$ cat config.mk
export PLATFORM = sky130hd
export DESIGN_NAME = eth_pcs_rx_descrambler
export DESIGN_NICKNAME = d
export VERILOG_FILES = /design/src/rtl/eth_pcs_rx_descrambler.sv
export SDC_FILE = /design/constraint.sdc
export NUM_CORES = 1
export LEC_CHECK = 0
export CAP_MARGIN = 30
export CORE_AREA = 2 2 126 128
export CTS_BUF_LIST = sky130_fd_sc_hd__clkbuf_8
export CTS_CLUSTER_DIAMETER = 100
export DETAILED_ROUTE_END_ITERATION = 6
export DIE_AREA = 0 0 128 130
export PLACE_DENSITY_LB_ADDON = 0.2
export SKIP_CTS_REPAIR_TIMING = 1
export SKIP_LAST_GASP = 1
export SLEW_MARGIN = 10
export SYNTH_ARGS = -nofsm -noshare
export SYNTH_HDL_FRONTEND = slang
export SYNTH_SLANG_ARGS = --single-unit
$ cat constraint.sdc
create_clock -name i_clk -period 1 [get_ports i_clk]
set_input_delay 0.15 -clock i_clk [delete_from_list [all_inputs] [get_ports i_clk]]
set_output_delay 0.15 -clock i_clk [all_outputs]
set_load 0.02 [all_outputs]
$ cat src/rtl/eth_pcs_rx_descrambler.sv
// ---------------------------------------------------------------------------
// eth_pcs_rx_descrambler
//
// 10GBASE-R PCS receive descrambler and 66b block assembler.  Sits behind the
// RX gearbox, self-synchronously descrambles the payload with 1 + x^39 + x^58
// and hands complete 66b blocks (2b header + 64b payload) to the 64b/66b
// decoder with a one-cycle valid strobe, gated by block lock.
//
// Optional feature macro: ETH_PCS_RX_DESCR_BYPASS_EN
//   defined   : adds input i_bypass; when high, the payload passes through
//               unmodified while the scrambler history keeps tracking the
//               line, so the path can be switched mid-stream without resync.
//   undefined : no bypass port, payload is always descrambled.
//
// The file also carries eth_pcs_rx_descrambler_chk, a property checker meant
// to be bound or instantiated alongside the block in simulation.
// ---------------------------------------------------------------------------

module eth_pcs_rx_descrambler #(
    parameter int W_DATA      = 32,
    parameter int W_SYNC      = 2,
    parameter int DESCR_ORDER = 58
) (
    input  logic              i_clk,
    input  logic              i_reset,
    input  logic              i_grbx_data_valid,
    input  logic              i_grbx_hdr_valid,
    input  logic [W_SYNC-1:0] i_grbx_hdr,
    input  logic [W_DATA-1:0] i_grbx_data,
    input  logic              i_blk_lock,
`ifdef ETH_PCS_RX_DESCR_BYPASS_EN
    input  logic              i_bypass,
`endif
    output logic              o_blk_valid,
    output logic [W_SYNC-1:0] o_blk_hdr,
    output logic [63:0]       o_blk_data,
    output logic              o_seq_err
);

    // Gearbox words that make up one 64-bit payload (1 or 2).
    localparam int WORDS_PER_BLK = 64 / W_DATA;
    localparam bit SINGLE_WORD   = (WORDS_PER_BLK == 1);
    // Near tap of the polynomial; the far tap equals DESCR_ORDER.
    localparam int TAP_NEAR      = 39;
    // History plus the current word, oldest bit at index 0.
    localparam int EXT_W         = DESCR_ORDER + W_DATA;
    localparam int NEAR_OFFSET   = DESCR_ORDER - TAP_NEAR;

    typedef enum logic [0:0] {
        WAIT_FIRST  = 1'b0,
        WAIT_SECOND = 1'b1
    } state_t;

    // Descramble one word.  ext holds {current word, last DESCR_ORDER received
    // bits}, so the current bit j sits at ext[DESCR_ORDER+j], the bit received
    // 39 positions earlier at ext[j+NEAR_OFFSET] and the one 58 positions
    // earlier at ext[j].  Taps that land inside the current word (only
    // possible for 64-bit words) are picked up naturally from the upper part.
    function automatic logic [W_DATA-1:0] descramble(input logic [EXT_W-1:0] ext);
        logic [W_DATA-1:0] res;
        res = {W_DATA{1'b0}};
        for (int j = 0; j < W_DATA; j++) begin
            res[j] = ext[DESCR_ORDER + j] ^ ext[j + NEAR_OFFSET] ^ ext[j];
        end
        return res;
    endfunction

    state_t                 state_r;
    logic [DESCR_ORDER-1:0] scr_state_r;
    logic [W_DATA-1:0]      blk_buf_r;
    logic [W_SYNC-1:0]      hdr_r;

    logic                   bypass_s;
    logic [EXT_W-1:0]       ext_s;
    logic [DESCR_ORDER-1:0] scr_next_s;
    logic [W_DATA-1:0]      word_out_s;
    logic [63:0]            assembled_s;

`ifdef ETH_PCS_RX_DESCR_BYPASS_EN
    assign bypass_s = i_bypass;
`else
    assign bypass_s = 1'b0;
`endif

    // Scrambled history extended with the incoming word; the next history is
    // simply the newest DESCR_ORDER bits of that vector.
    always_comb begin
        ext_s      = {i_grbx_data, scr_state_r};
        scr_next_s = ext_s[EXT_W-1 -: DESCR_ORDER];
    end

    // Payload word after descrambling, or raw when bypassed.
    always_comb begin
        word_out_s = {W_DATA{1'b0}};
        if (bypass_s) begin
            word_out_s = i_grbx_data;
        end else begin
            word_out_s = descramble(ext_s);
        end
    end

    // Full 64-bit payload as it would look if the current word ends the block.
    generate
        if (WORDS_PER_BLK == 2) begin : g_two_words
            assign assembled_s = {word_out_s, blk_buf_r};
        end else begin : g_one_word
            assign assembled_s = word_out_s;
        end
    endgenerate

    // Scrambler history: tracks every accepted word regardless of lock or
    // framing, which is what makes the descrambler self-synchronising.
    always_ff @(posedge i_clk) begin
        if (i_reset) begin
            scr_state_r <= {DESCR_ORDER{1'b0}};
        end else if (i_grbx_data_valid) begin
            scr_state_r <= scr_next_s;
        end else begin
            scr_state_r <= scr_state_r;
        end
    end

    // Block framing FSM with registered block / error outputs.
    always_ff @(posedge i_clk) begin
        if (i_reset) begin
            state_r     <= WAIT_FIRST;
            blk_buf_r   <= {W_DATA{1'b0}};
            hdr_r       <= {W_SYNC{1'b0}};
            o_blk_valid <= 1'b0;
            o_blk_hdr   <= {W_SYNC{1'b0}};
            o_blk_data  <= 64'h0;
            o_seq_err   <= 1'b0;
        end else begin
            // Strobes are single-cycle unless re-asserted below.
            o_blk_valid <= 1'b0;
            o_seq_err   <= 1'b0;
            if (i_grbx_data_valid) begin
                case (state_r)
                    WAIT_FIRST: begin
                        if (!i_grbx_hdr_valid) begin
                            // Payload word with no block start: drop it.
                            o_seq_err <= 1'b1;
                        end else if (SINGLE_WORD) begin
                            o_blk_valid <= i_blk_lock;
                            o_blk_hdr   <= i_grbx_hdr;
                            o_blk_data  <= assembled_s;
                        end else begin
                            blk_buf_r <= word_out_s;
                            hdr_r     <= i_grbx_hdr;
                            state_r   <= WAIT_SECOND;
                        end
                    end
                    WAIT_SECOND: begin
                        if (i_grbx_hdr_valid) begin
                            // New block started early: lose the partial one
                            // and restart assembly with this word.
                            o_seq_err <= 1'b1;
                            blk_buf_r <= word_out_s;
                            hdr_r     <= i_grbx_hdr;
                        end else begin
                            o_blk_valid <= i_blk_lock;
                            o_blk_hdr   <= hdr_r;
                            o_blk_data  <= assembled_s;
                            state_r     <= WAIT_FIRST;
                        end
                    end
                    default: begin
                        state_r <= WAIT_FIRST;
                    end
                endcase
            end else begin
                state_r <= state_r;
            end
        end
    end

endmodule


# Word level (Yosys, flattened, before mapping)
# Cells that the tools add are included.
[op_classes]
mux = 5
bitwise = 67
reduce_logical = 4
[ops]
columns = ["op", "n"]
rows = [
  ["$xor 1x1->1", 64],
  ["$mux 32", 1],
  ["$reduce_or 4->1", 1],
  ["$not 1->1", 3],
  ["$reduce_and 3->1", 1],
  ["$mux 1", 2],
  ["$mux 2", 1],
  ["$pmux 1 s2", 1],
  ["$reduce_and 2->1", 1],
  ["$reduce_or 2->1", 1],
]
[totals]
regBits = 161
in_bits = 39
output_inout_bits = 68
elab_cells = 84

# Logic depth before layout (Yosys ltp)
[depth]
ltp_word = 3
ltp_mapped = 6
ltp_nobuf = 3

# Worst setup path before layout
# Ideal clock, no wire load.
[synth_timing]
kind = "register to register"
startpoint = "reg state_r"
endpoint = "reg o_blk_data[39]"
setup_time_ns = 0.069
arrival_ns = 1.025
required_time_ns = 0.931
path_slack_ns = -0.094
path_stages_with_launch = 6
path_buffers = 2
synth_period_minus_slack_ns = 1.094
cell_sequence = "dfxtp_1 and3b_1 buf_2 nand2b_2 buf_4 o21ai_1"
[synth_between]
elab_chain_cells = 1
[synth_rtl]
columns = ["item", "line_no", "source"]
rows = [
  ["start: declaration", "68", "state_t state_r;"],
  ["start signal: assignment", "172", "state_r <= state_r;"],
  ["$reduce_and 3->1 (no line)", "--", ""],
  ["end signal: assignment", "146", "o_blk_data <= assembled_s;"],
  ["end signal: assignment", "163", "o_blk_data <= assembled_s;"],
  ["end: declaration", "36", "output logic [63:0] o_blk_data,"],
]
# Every way passes these cells.
# A chain may end at the register's enable or synchronous reset.

# Worst setup path in the final report
[layout_timing]
startpoint = "reg state_r"
endpoint = "reg o_blk_data[14]"
# Same word-level chain as after synthesis.

==> impl_metrics.toml <==
[outcome]
status = "complete, but fails checks"
violations = "setup timing"

[die]
die_h_um = 130
ioPinCount = 107
chipWidth_um = 128
num_rows = 46
core_area_um2 = 15400
start_util_pct = 39.0
die_area_um2 = 16600

[final_layout]
syn2layout_area_growth_pct = 51.1
n_fill_cell = 1321
final_nets = 837
diodes = 0
multiInputGateArea_um2 = 3130
drive_gt1_share_pct = 44.0
ff_latch_area_um2 = 3340

[timing]
max_slew.worst_pin.slew_ps = 342
max_freq_ghz = 0.845
rsz0062_at_grt = "true"
slew_headroom_pct = 77.2
setup_viol = 150
finalCriticalPeriod_ps = 1180
timing.final.ws_setup_ps = -184
hold_violations = 0
clock_skew_ps = 11.6
finalCritPeriodShare_pct = 118
finalMaxSlewViolations = 0

[cts]
numCtsBuffers = 17
cts_sinks = 161
htree_levels = 4
cts-root-buf = "clkbuf_8"
cts_tree = "built"
path_clk_slew_ps = 80
clockBufferDepth = 2
clock_latency_ps = 450

[worst_setup_path]
critPathArrivalTime_ps = 1560
setup.worst_path.end_class = "flop"
r2r_start = "state_r"
criticalPathCategory = "flop to flop"
crit_fanout = 7
start_kind = "flop"
crit_start = "state_r"
crit_required_ps = 1380

[min_path]
worstHoldStart = "i_grbx_data_valid"
hp-class = "input port to flop"

[logic_synthesis]
synth_ff_type = "dfxtp_1"
synth_cell_types = 25
synth_edf_count = 0
ys_warn_count = 0
yosys.area.top_type_share_pct = 53.5
synth_area_um2 = 6020
yosysMostFrequentCell = "dfxtp_1"
ys_seq_area_share_pct = 53.5
postSynthCellCount = 629
yosys_register_bits = 161
synth_top_area_cell = "dfxtp_1"
synth.avg_cell_area_um2 = 9.57
synth_top_cells_by_area = "dfxtp_1 54%, mux2i_1 9.6%, nand2_1 6.4%, o21ai_1 5.1%, xor2_1 4.8%"
synth_nets = 668
synth_commonest_cells = "161 x dfxtp_1, 102 x nand2_1, 61 x o21ai_1, 58 x mux2i_1, 58 x nor2_1"
synthArstFlopShare_pct = 0

[drt]
num_vias = 4922
wl_per_cell_um = 16.4
drt_iter0_drc = 308
drt-total-wl_mm = 16.4
via_per_inst = 4.92
detail_route.first_pass.iterations = 5
drc = 0
ant_nets = 0

[power]
power_density_nw_per_um2 = 1460
leakagePower_nw = 3.81
power_w = 0.0133
peakVddDrop_mv = 0.803

[global_routing]
gr-total-overflow = 0
track_usage_pct = 18.2
grt_max_degree = 78
grt_pass1_vias = 4609
grt_pass1_wl_mm = 23.3
antenna_found_initial = 0

[placement]
post-place-ws_ps = -649
routabilityCongestion = 0.774
portBuffers = 106
hpwl_mm = 10.9

[flow_run]
max_cap_viol_count = 0
[worst max-delay path, cell delays in order, from the launching register on]
cell and delay, ps:
dfxtp_4 360, and3b_2 280, buf_6 140, buf_8 130, nand2_1 70, a21oi_2 130
[report_power, final]
group	switching (W)	internal [W]
logic	0.000874	0.000939
registers	0.000201	0.00665
clock network	0.00222	0.00241
[logic make-up after synthesis]
| logic type | synth area share [%] |
|---|---|
| multiplexers | 9.64 |
| AO/OA/AOI/OAI | 8.54 |
| flip-flops | 53.5 |
| AND/OR/NAND/NOR | 15.3 |
| XOR/XNOR | 9.46 |
| buffers and inverters | 3.55 |
[flip-flops by register name, summed over array words and instances (netlist names)]
name	count
o_blk_data	64
o_seq_err	1
hdr_r	2
o_blk_valid	1
blk_buf_r	32
state_r	1
o_blk_hdr	2
scr_state_r	58
[cells in the final DEF, fill, tap and decap left out, types with 11 or more instances in the layout]
cell and count:
clkbuf_8 21, nand2_1 100, dfxtp_2 69, xor2_2 24
mux2i_1 58, buf_4 72, nand3b_1 32, a21oi_2 19
nor2_1 58, clkdlybuf4s50_1 35, dfxtp_1 84, buf_12 11
buf_6 64, o21ai_2 28, xnor2_2 17, xnor2_1 15
o21ai_1 36, a21oi_1 19
[path summary, 6_finish.rpt]
check | depth (start not counted) | end | slack, ps
setup / recovery | 5 | o_blk_data[14] | -180
hold / removal | 2 | o_seq_err | 50
setup reg to reg | 5 | o_blk_data[14] | -180
hold reg to reg | 2 | o_blk_data[24] | 450
[through the flow]
step / TNS [ps] / cell area [µm²] / util [%] / instances / hold slack, ps
finish: -14550 / 9090 / 59.0 / 1001 / 46.9
floorplan: -53.9 / 6050 / - / 629 / 297
global route: -21190 / 9090 / 59.0 / 1001 / 26.5
CTS: -55860 / 8070 / 52.3 / 976 / 10.6
global placement: -57780 / 7690 / 49.9 / 946 / 435
detailed placement: -61790 / 7690 / 49.9 / 946 / 437
[per-layer routing]
metal  vias to the layer above  share of wire [%]  global-route usage (%)
met4                         0                1.3                    8.08
met1                      2406                 43                    23.0
met5                         -                  0                       0
met3                        14                3.6                    4.02
met2                       103                 52                    30.1
li1                       2399                  -                       -
[area by class of cell]
class,count,area share [%]
clock inverter,9,1.00
sequential,161,36.7
timing repair buffer,191,22.0
multi-input combinational,427,34.4
tap,192,2.64
clock buffer,21,3.18
(Power assumes the default switching activity.)
